File: config.mk
export PLATFORM = sky130hd
export DESIGN_NAME = pulse_delay_multi_flat
export DESIGN_NICKNAME = d
export VERILOG_FILES = /design/src/rtl/pulse_delay_pkg.sv /design/src/rtl/pulse_delay_multi_if.sv /design/src/rtl/pulse_delay_chan.sv /design/src/rtl/pulse_delay_multi.sv /design/src/flat_wrapper.sv
export SDC_FILE = /design/constraint.sdc
export NUM_CORES = 1
export LEC_CHECK = 0
export ABC_AREA = 1
export BUFFER_PORTS_ARGS = -buffer_cell sky130_fd_sc_hd__buf_2
export CORE_MARGIN = 2
export CORE_UTILIZATION = 63
export CTS_CLUSTER_SIZE = 10
export DETAILED_ROUTE_END_ITERATION = 16
export GPL_TIMING_DRIVEN = 0
export PLACE_DENSITY = 0.9
export REMOVE_ABC_BUFFERS = 1
export SLEW_MARGIN = 25
export SYNTH_ARGS = -nofsm -noshare
export SYNTH_HDL_FRONTEND = slang
export SYNTH_SLANG_ARGS = --single-unit
File: constraint.sdc
create_clock -name clk -period 3 [get_ports clk]
set_clock_uncertainty 0.05 [all_clocks]
set_input_delay 0.3 -clock clk [delete_from_list [all_inputs] [get_ports clk]]
set_output_delay 0.3 -clock clk [all_outputs]
set_load 0.005 [all_outputs]
File: src/rtl/pulse_delay_pkg.sv
// Shared definitions for the programmable multi-channel pulse delay.
package pulse_delay_pkg;

  // Per-channel FSM states.
  typedef enum logic [1:0] {
    ST_IDLE  = 2'd0,
    ST_COUNT = 2'd1,
    ST_PULSE = 2'd2
  } state_e;

endpackage

File: src/rtl/pulse_delay_multi_if.sv
// Bundles the per-channel trigger/control inputs and pulse/status outputs.
interface pulse_delay_multi_if #(
  parameter int CHANNELS = 4,
  parameter int CNT_W    = 8,
  parameter int WID_W    = 4
);

  logic [CHANNELS-1:0]       trig;
  logic [CHANNELS*CNT_W-1:0] delay;
  logic [CHANNELS*WID_W-1:0] width;
  logic [CHANNELS-1:0]       retrig;
  logic [CHANNELS-1:0]       cancel;
  logic [CHANNELS-1:0]       out;
  logic [CHANNELS-1:0]       busy;
  logic [CHANNELS-1:0]       overrun;

  // Side that requests pulses and observes them.
  modport master (
    output trig, delay, width, retrig, cancel,
    input  out, busy, overrun
  );

  // The pulse generator itself.
  modport slave (
    input  trig, delay, width, retrig, cancel,
    output out, busy, overrun
  );

endinterface

File: src/rtl/pulse_delay_chan.sv
// One delay channel: edge-detect trig, count down delay, then emit a pulse
// of the latched width. Supports retrigger, cancel and overrun reporting.
module pulse_delay_chan
  import pulse_delay_pkg::*;
#(
  parameter int CNT_W = 8,
  parameter int WID_W = 4
) (
  input  logic             clk,
  input  logic             reset,
  input  logic             trig,
  input  logic [CNT_W-1:0] delay,
  input  logic [WID_W-1:0] width,
  input  logic             retrig,
  input  logic             cancel,
  output logic             out,
  output logic             busy,
  output logic             overrun
);

  state_e           state_q, state_d;
  logic [CNT_W-1:0] dcnt_q, dcnt_d;
  logic [WID_W-1:0] wlat_q, wlat_d;
  logic [WID_W-1:0] wcnt_q, wcnt_d;
  logic             out_d, busy_d, overrun_d;
  logic             trig_q;
  logic             rise;

  assign rise = trig & ~trig_q;

  // Trigger history register for edge detection.
  // NOTE: trig_q tracks trig even while reset is asserted, so a trigger that
  // is already high when reset releases is not mistaken for a fresh edge.
  always_ff @(posedge clk) begin
    trig_q <= trig;
  end

  // State and output registers; synchronous reset returns the channel to idle.
  // NOTE: sequential state uses non-blocking assignments so every register
  // samples the values from before this edge.
  always_ff @(posedge clk) begin
    if (reset) begin
      state_q <= ST_IDLE;
      dcnt_q  <= '0;
      wlat_q  <= '0;
      wcnt_q  <= '0;
      out     <= 1'b0;
      busy    <= 1'b0;
      overrun <= 1'b0;
    end else begin
      state_q <= state_d;
      dcnt_q  <= dcnt_d;
      wlat_q  <= wlat_d;
      wcnt_q  <= wcnt_d;
      out     <= out_d;
      busy    <= busy_d;
      overrun <= overrun_d;
    end
  end

  // Next-state logic: cancel first, then accept/retrigger/ignore edges,
  // then the normal delay and width countdowns.
  always_comb begin
    // NOTE: every signal gets a hold/default value first so no path through
    // the case statements can leave one unassigned and infer a latch.
    state_d   = state_q;
    dcnt_d    = dcnt_q;
    wlat_d    = wlat_q;
    wcnt_d    = wcnt_q;
    out_d     = out;
    busy_d    = busy;
    overrun_d = 1'b0;

    if (cancel) begin
      // A simultaneous rise is dropped silently.
      state_d = ST_IDLE;
      out_d   = 1'b0;
      busy_d  = 1'b0;
    end else begin
      case (state_q)
        ST_IDLE: begin
          if (rise) begin
            state_d = ST_COUNT;
            dcnt_d  = delay;
            wlat_d  = width;
            busy_d  = 1'b1;
            out_d   = 1'b0;
          end
        end

        ST_COUNT: begin
          if (rise && retrig) begin
            dcnt_d = delay;
            wlat_d = width;
            out_d  = 1'b0;
          end else begin
            overrun_d = rise;
            if (dcnt_q == '0) begin
              state_d = ST_PULSE;
              out_d   = 1'b1;
              // A zero width is stretched to a single cycle.
              wcnt_d  = (wlat_q == '0) ? '0 : wlat_q - WID_W'(1);
            end else begin
              dcnt_d = dcnt_q - CNT_W'(1);
            end
          end
        end

        ST_PULSE: begin
          if (rise && retrig) begin
            state_d = ST_COUNT;
            dcnt_d  = delay;
            wlat_d  = width;
            out_d   = 1'b0;
          end else begin
            overrun_d = rise;
            if (wcnt_q == '0) begin
              state_d = ST_IDLE;
              out_d   = 1'b0;
              busy_d  = 1'b0;
            end else begin
              wcnt_d = wcnt_q - WID_W'(1);
            end
          end
        end

        default: begin
          state_d = ST_IDLE;
          out_d   = 1'b0;
          busy_d  = 1'b0;
        end
      endcase
    end
  end

endmodule

File: src/rtl/pulse_delay_multi.sv
// Multi-channel programmable pulse delay: independent channels that only
// share the clock and reset; this level just slices the packed buses.
module pulse_delay_multi #(
  parameter int CHANNELS = 4,
  parameter int CNT_W    = 8,
  parameter int WID_W    = 4
) (
  input  logic               clk,
  input  logic               reset,
  pulse_delay_multi_if.slave bus
);

  // One delay channel per trigger bit.
  for (genvar i = 0; i < CHANNELS; i++) begin : g_chan
    pulse_delay_chan #(
      .CNT_W (CNT_W),
      .WID_W (WID_W)
    ) u_chan (
      .clk     (clk),
      .reset   (reset),
      .trig    (bus.trig[i]),
      .delay   (bus.delay[i*CNT_W +: CNT_W]),
      .width   (bus.width[i*WID_W +: WID_W]),
      .retrig  (bus.retrig[i]),
      .cancel  (bus.cancel[i]),
      .out     (bus.out[i]),
      .busy    (bus.busy[i]),
      .overrun (bus.overrun[i])
    );
  end

endmodule

File: src/flat_wrapper.sv
// flat-port wrapper written by rule: the top's interface ports become plain ports
module pulse_delay_multi_flat 
#(
  parameter int CHANNELS = 4,
  parameter int CNT_W    = 8,
  parameter int WID_W    = 4
)
  (clk, reset, bus_trig, bus_delay, bus_width, bus_retrig, bus_cancel, bus_out, bus_busy, bus_overrun);
  pulse_delay_multi_if #(.CHANNELS(CHANNELS), .CNT_W(CNT_W), .WID_W(WID_W)) bus_i ();
  input  logic clk;
  input  logic reset;
  input wire logic [$bits(bus_i.trig)-1:0] bus_trig;
  input wire logic [$bits(bus_i.delay)-1:0] bus_delay;
  input wire logic [$bits(bus_i.width)-1:0] bus_width;
  input wire logic [$bits(bus_i.retrig)-1:0] bus_retrig;
  input wire logic [$bits(bus_i.cancel)-1:0] bus_cancel;
  output wire logic [$bits(bus_i.out)-1:0] bus_out;
  output wire logic [$bits(bus_i.busy)-1:0] bus_busy;
  output wire logic [$bits(bus_i.overrun)-1:0] bus_overrun;
  assign bus_i.trig = bus_trig;
  assign bus_i.delay = bus_delay;
  assign bus_i.width = bus_width;
  assign bus_i.retrig = bus_retrig;
  assign bus_i.cancel = bus_cancel;
  assign bus_out = bus_i.out;
  assign bus_busy = bus_i.busy;
  assign bus_overrun = bus_i.overrun;
  pulse_delay_multi #(.CHANNELS(CHANNELS), .CNT_W(CNT_W), .WID_W(WID_W)) u_core (.clk(clk), .reset(reset), .bus(bus_i));
endmodule
# Word level (Yosys, flattened, before mapping)
# Index checks and enable logic that the tools add are counted.
[word_totals]
memories = 0
regBits = 88
ram_bits = 0
latchBits = 0
mem_bits_ro = 0
[classes]
n_div = 0
addsub = 12
n_eq_ne = 52
multipliers = 0
bitwise_logic = 20
shifts = 0
reduce_logical = 68
muxes = 116
magnitude_cmp = 0
[op_table]
columns = ["cell", "count"]
rows = [
  ["8-bit two-way mux", 16],
  ["4-bit two-way mux", 28],
  ["8-bit case mux with 3 select lines", 4],
  ["4-bit case mux with 2 select lines", 8],
  ["2-bit != test, second input constant", 28],
  ["4-bit AND reduction", 12],
  ["2-bit two-way mux", 20],
  ["3-bit != test, second input constant", 12],
  ["4-bit logical NOT", 8],
  ["8-bit logical NOT", 4],
  ["4-bit by 1-bit subtractor with 4-bit output, second input constant", 8],
  ["8-bit by 1-bit subtractor with 8-bit output, second input constant", 4],
  ["1-bit two-way mux", 28],
  ["1-bit case mux with 3 select lines", 8],
  ["2-bit case mux with 3 select lines", 4],
  ["6-bit AND reduction", 4],
  ["5-bit AND reduction", 4],
  ["1-bit inverter", 16],
  ["2-bit nonzero test", 8],
  ["2-bit OR reduction", 8],
  ["4-bit OR reduction", 4],
  ["3-bit AND reduction", 4],
  ["3-bit nonzero test", 4],
  ["2-bit by 1-bit equality test with 1-bit output, second input constant", 4],
  ["other kinds (5)", 20],
]

# Logic depth before layout (Yosys ltp)
[logic_depth]
depth_word = 5
mapped_depth = 12

# By module
# From an unflattened synthesis, not the netlist that was laid out.
[unflattened]
cells_unflattened = 856
area_unflattened_um2 = 5575.3
[modules_own_cells]
columns = ["module", "cells_each", "area_per_inst_um2", "n_inst"]
rows = [
  ["pulse_delay_chan", 214, 1393.8, 4],
]

# Worst setup path after synthesis
# No wires, ideal clock.
[synth_timing]
path_kind = "register -> register"
start = "register u_core.g_chan[1].u_chan.state_q[0]"
end = "register u_core.g_chan[1].u_chan.wcnt_q[0]"
period_less_slack_ps = 1644
slack_ps = 1356
arrival_time_ps = 1478
stages_incl_launch_ff = 10
path_cell_list = "dfxtp_1 -> inv_1 -> ha_1 -> clkbuf_1 -> inv_1 -> nand2_1 -> a21oi_1 -> nand2_2 -> o21ai_0 -> nor2_1"
[synth_via]
elab_chain_cells = 3
[synth_rtl]
columns = ["item", "line_no", "source"]
rows = [
  ["start, declared", "pulse_delay_chan.sv:21", "state_e state_q, state_d;"],
  ["start signal, assigned", "pulse_delay_chan.sv:51", "state_q <= state_d;"],
  ["2-bit equality test or 2-bit by 1-bit equality test with 1-bit output (tied branches)", "pulse_delay_chan.sv:80", "case (state_q)"],
  ["2-bit != test (no line) or 2-bit nonzero test (tied branches)", "n/a", ""],
  ["6-bit AND reduction (no line)", "n/a", ""],
  ["end signal, assigned", "pulse_delay_chan.sv:54", "wcnt_q <= wcnt_d;"],
  ["end, declared", "pulse_delay_chan.sv:24", "logic [WID_W-1:0] wcnt_q, wcnt_d;"],
]
# Parallel ways exist; a longest one is shown, timed or not.
# A chain may end at the register's enable or synchronous reset.

# Worst setup path in the final report
[layout_timing]
start = "register u_core.g_chan[3].u_chan.state_q[1]"
end = "register u_core.g_chan[3].u_chan.dcnt_q[5]"
[layout_via]
elab_chain_cells = 3
[layout_rtl]
columns = ["item", "line_no", "source"]
rows = [
  ["start, declared", "pulse_delay_chan.sv:21", ""],
  ["start signal, assigned", "pulse_delay_chan.sv:51", ""],
  ["2-bit by 1-bit equality test with 1-bit output, or another cell as far along", "pulse_delay_chan.sv:80", ""],
  ["3-bit != test (no line), or another cell as far along", "n/a", ""],
  ["5-bit AND reduction (no line)", "n/a", ""],
  ["end signal, assigned", "pulse_delay_chan.sv:52", "dcnt_q <= dcnt_d;"],
  ["end, declared", "pulse_delay_chan.sv:22", "logic [CNT_W-1:0] dcnt_q, dcnt_d;"],
]
# Parallel ways exist; a longest one is shown, timed or not.

==> reports/qor.txt <==
=========================================================================================
TritonCTS sink count .......................................................           88
Cell type with the highest aggregate area in the netlist ...................      dfxtp_1
Overflow after GRT .........................................................            0
# IOs ......................................................................           74
Share of the yosys chip area belonging to registers ........................        30.9%
Most instantiated library cell after synthesis .............................      nand2_1
Post-DP HPWL ...............................................................      8180 um
Final period utilization ...................................................        64.8%
Number of vias in the routed layout ........................................        5,341
Run status ................................................................. finished clean
Die footprint .............................................................. 0.00982 mm^2
Power Dens Cells ...........................................................  488 mW/mm^2
Mapped cell area ........................................................... 0.00570 mm^2
Vertical die dimension .....................................................      99.1 um
Starting density of the core ...............................................        65.0%
Launch instance of the worst register-to-register path ..................... u_core.g_chan[3].u_chan.state_q[1]
Worst Setup End Kind .......................................................    flip-flop
Total CTS buffers ..........................................................            9
Nets .......................................................................        1,009
Cells after synthesis ......................................................          858
Class of the most critical hold timing path ................................ input pin to flip-flop
All-layer global routing usage .............................................        24.0%
Yosys warning total ........................................................            0
Type of the worst setup path ............................................... flip-flop to flip-flop
DR WL/cell .................................................................      11.1 um
Maximum number of pins on one net before global-route repair ...............           45
Portion of synthesized cell area occupied by the leading cell type .........        30.9%
Total power draw ...........................................................      3030 uW
Total DRC errors in the routed layout ......................................            0
Launch point of the worst hold path ........................................  bus_trig[0]
Launching element type of the critical path ................................    flip-flop
Average instance area after synthesis ......................................    6.64 um^2
Root buffer selected by CTS ................................................     clkbuf_8
Area growth from synthesis to layout .......................................        8.89%
Most prevalent standard cell on the critical path ..........................      nand2_1
Max Fclk ...................................................................      514 MHz
Clock latency reported for the late side of the worst-skew pair ............       350 ps
Die X ......................................................................      99.1 um
Post-synth top cells ....................................................... 174 x nand2_1, 128 x nor2_1, 107 x inv_1
Period minus WS final ......................................................      1940 ps
Primary FF master, synth ...................................................      dfxtp_1
Number of flip-flops and latches in the synthesized netlist ................           88
Setup TNS ..................................................................         0 ps
Count of buffers inserted at the top-level ports ...........................           73
Actual transition at the worst max-transition pin ..........................       693 ps
Number of library cell types mapped by synthesis ...........................           35
Maxcap violations ..........................................................            0
Filler Cells Inserted ......................................................          752
CTS tree ...................................................................        built
Clock transition at the registers of the reported paths ....................        80 ps
Vias in the first global route .............................................        4,775
Data arrival time of the critical path .....................................      2140 ps
Buf+Inv Stages, Crit Path ..................................................            2
Floorplan row count ........................................................           34
Headroom to the max-slew limit .............................................        53.7%
First-pass GRT wire length .................................................    20,000 um
Final number of setup-violating endpoints ..................................            0
Highest ir drop seen on vdd ................................................   0.000270 V
Proportion of register bits with asynchronous set or reset after synthesis .           0%
Iteration-0 DRC count of the detailed router ...............................          222
Leakage component of the power .............................................   0.00305 uW
RePlAce Congestion .........................................................        0.848
Number of routed nets with antenna violations ..............................            0
Number of antenna diodes ...................................................            0
Critical Path Slowest Stage Cell ...........................................      dfxtp_1
Number of hold buffers added after CTS .....................................            0
Pre-antenna DRT Iters ......................................................            4
Req. time, crit path .......................................................      3200 ps
Number of enable flip-flop cells after synthesis ...........................            0
Worst path top cell family by delay ........................................ simple AND/OR/NAND/NOR gates
Setup repair after global routing missed its margin ........................           no
Critical Path Fanout Max ...................................................           14
Largest cells by area after synthesis ...................................... dfxtp_1 31%, nand2_1 11%, nor2_1 8.4%
Post_cts resized ...........................................................            0
Antenna violations before repair ...........................................            1
Ratio of routed vias to standard cells .....................................         5.22
Final count of hold timing violations ......................................            0
H-Tree Level Count .........................................................            3
Count of pins over their slew limit ........................................            0
Share of cells above drive strength 1 ......................................        15.5%
Cell breakdown of the critical path ........................................ inv_1, ha_1, nand2_1, inv_1, o21ai_0, nand2_1, nand2_1, nor2_1
Worst Setup SP ............................................................. u_core.g_chan[3].u_chan.state_q[1]
Setup Buffers After CTS ....................................................            0
Final routed wirelength across all metal layers ............................    11,400 um
Bufs on Longest Clock Path .................................................            2
Crit-path max cell delay ...................................................       410 ps
Placeable core region ...................................................... 0.00876 mm^2
=========================================================================================
## per-stage QoR
step	cells	hold WS [ps]	worst slack (ps)	area [um^2]	util, %
after global routing	1024	33.4	881	6210	70.8
after floorplan	827	278	1410	5490	-
after global placement	1008	378	825	5990	68.4
final	1024	48.0	1060	6210	70.8
after CTS	1024	30.9	1110	6210	70.8
after detailed placement	1008	383	1130	5990	68.4
## report_power, final
part | total (uW) | internal [uW] | switching [uW]
registers | 1320 | 1250 | 69.5
clock network | 905 | 493 | 412
logic | 802 | 308 | 494
total | 3030 | 2050 | 976
## registers in the layout (all words and copies together) (netlist names)
register,count
u_core.g_chan.u_chan.busy,4
u_core.g_chan.u_chan.dcnt_q,32
u_core.g_chan.u_chan.out,4
u_core.g_chan.u_chan.overrun,4
u_core.g_chan.u_chan.state_q,8
u_core.g_chan.u_chan.trig_q,4
u_core.g_chan.u_chan.wcnt_q,16
u_core.g_chan.u_chan.wlat_q,16
## placed cells by master (no fill, tap or decap), drive strengths merged
cell type  instances
a22oi              3
o211ai             2
or2                2
clkbuf            13
nand2            194
nand4             13
nor3               5
xnor2              4
bufinv             2
nand3b             4
nand3             55
dfxtp             88
o21ai             91
nor4               1
ha                36
a21oi             61
nor2             141
xor2              10
buf               73
o22ai              3
inv              109
clkinv             2
o21bai             4
## path summary, 6_finish.rpt
path | end | cells past startpoint | slack (ps)
worst min-delay path | u_core.g_chan[0].u_chan.trig_q | 1 | 50
worst max-delay path | u_core.g_chan[3].u_chan.dcnt_q[5] | 8 | 1060
worst max register to register | u_core.g_chan[3].u_chan.dcnt_q[5] | 8 | 1060
worst min register to register | u_core.g_chan[2].u_chan.busy | 2 | 390
## metal layers
layer  part of all wire, %  global-route usage [%]  up-vias
li1                      -                       -     2839
met1                    48                    31.5     2377
met2                    46                    39.4      106
met3                   4.2                    3.87       19
met4                   2.0                    10.0        0
met5                     0                       0        -
## area by class of cell
class	count	area (um^2)	area share [%]
tap	108	135	2.18
inverter	110	413	6.65
clock inverter	3	65.1	1.05
timing repair buffer	73	365	5.89
multi-input combinational	629	3320	53.5
sequential	88	1760	28.4
clock buffer	13	149	2.40
## cell families (layout without fill, tap and decap cells)
group | after synthesis | count (layout) | share of synthesized area (%)
flops | 88 | 88 | 30.9
xor+xnor | 14 | 14 | 2.15
buf+inv | 141 | 199 | 10.9
compound gates | 164 | 164 | 15.5
simple gates | 415 | 415 | 32.6
fa+ha+maj | 36 | 36 | 7.90
(Power assumes the default switching activity.)
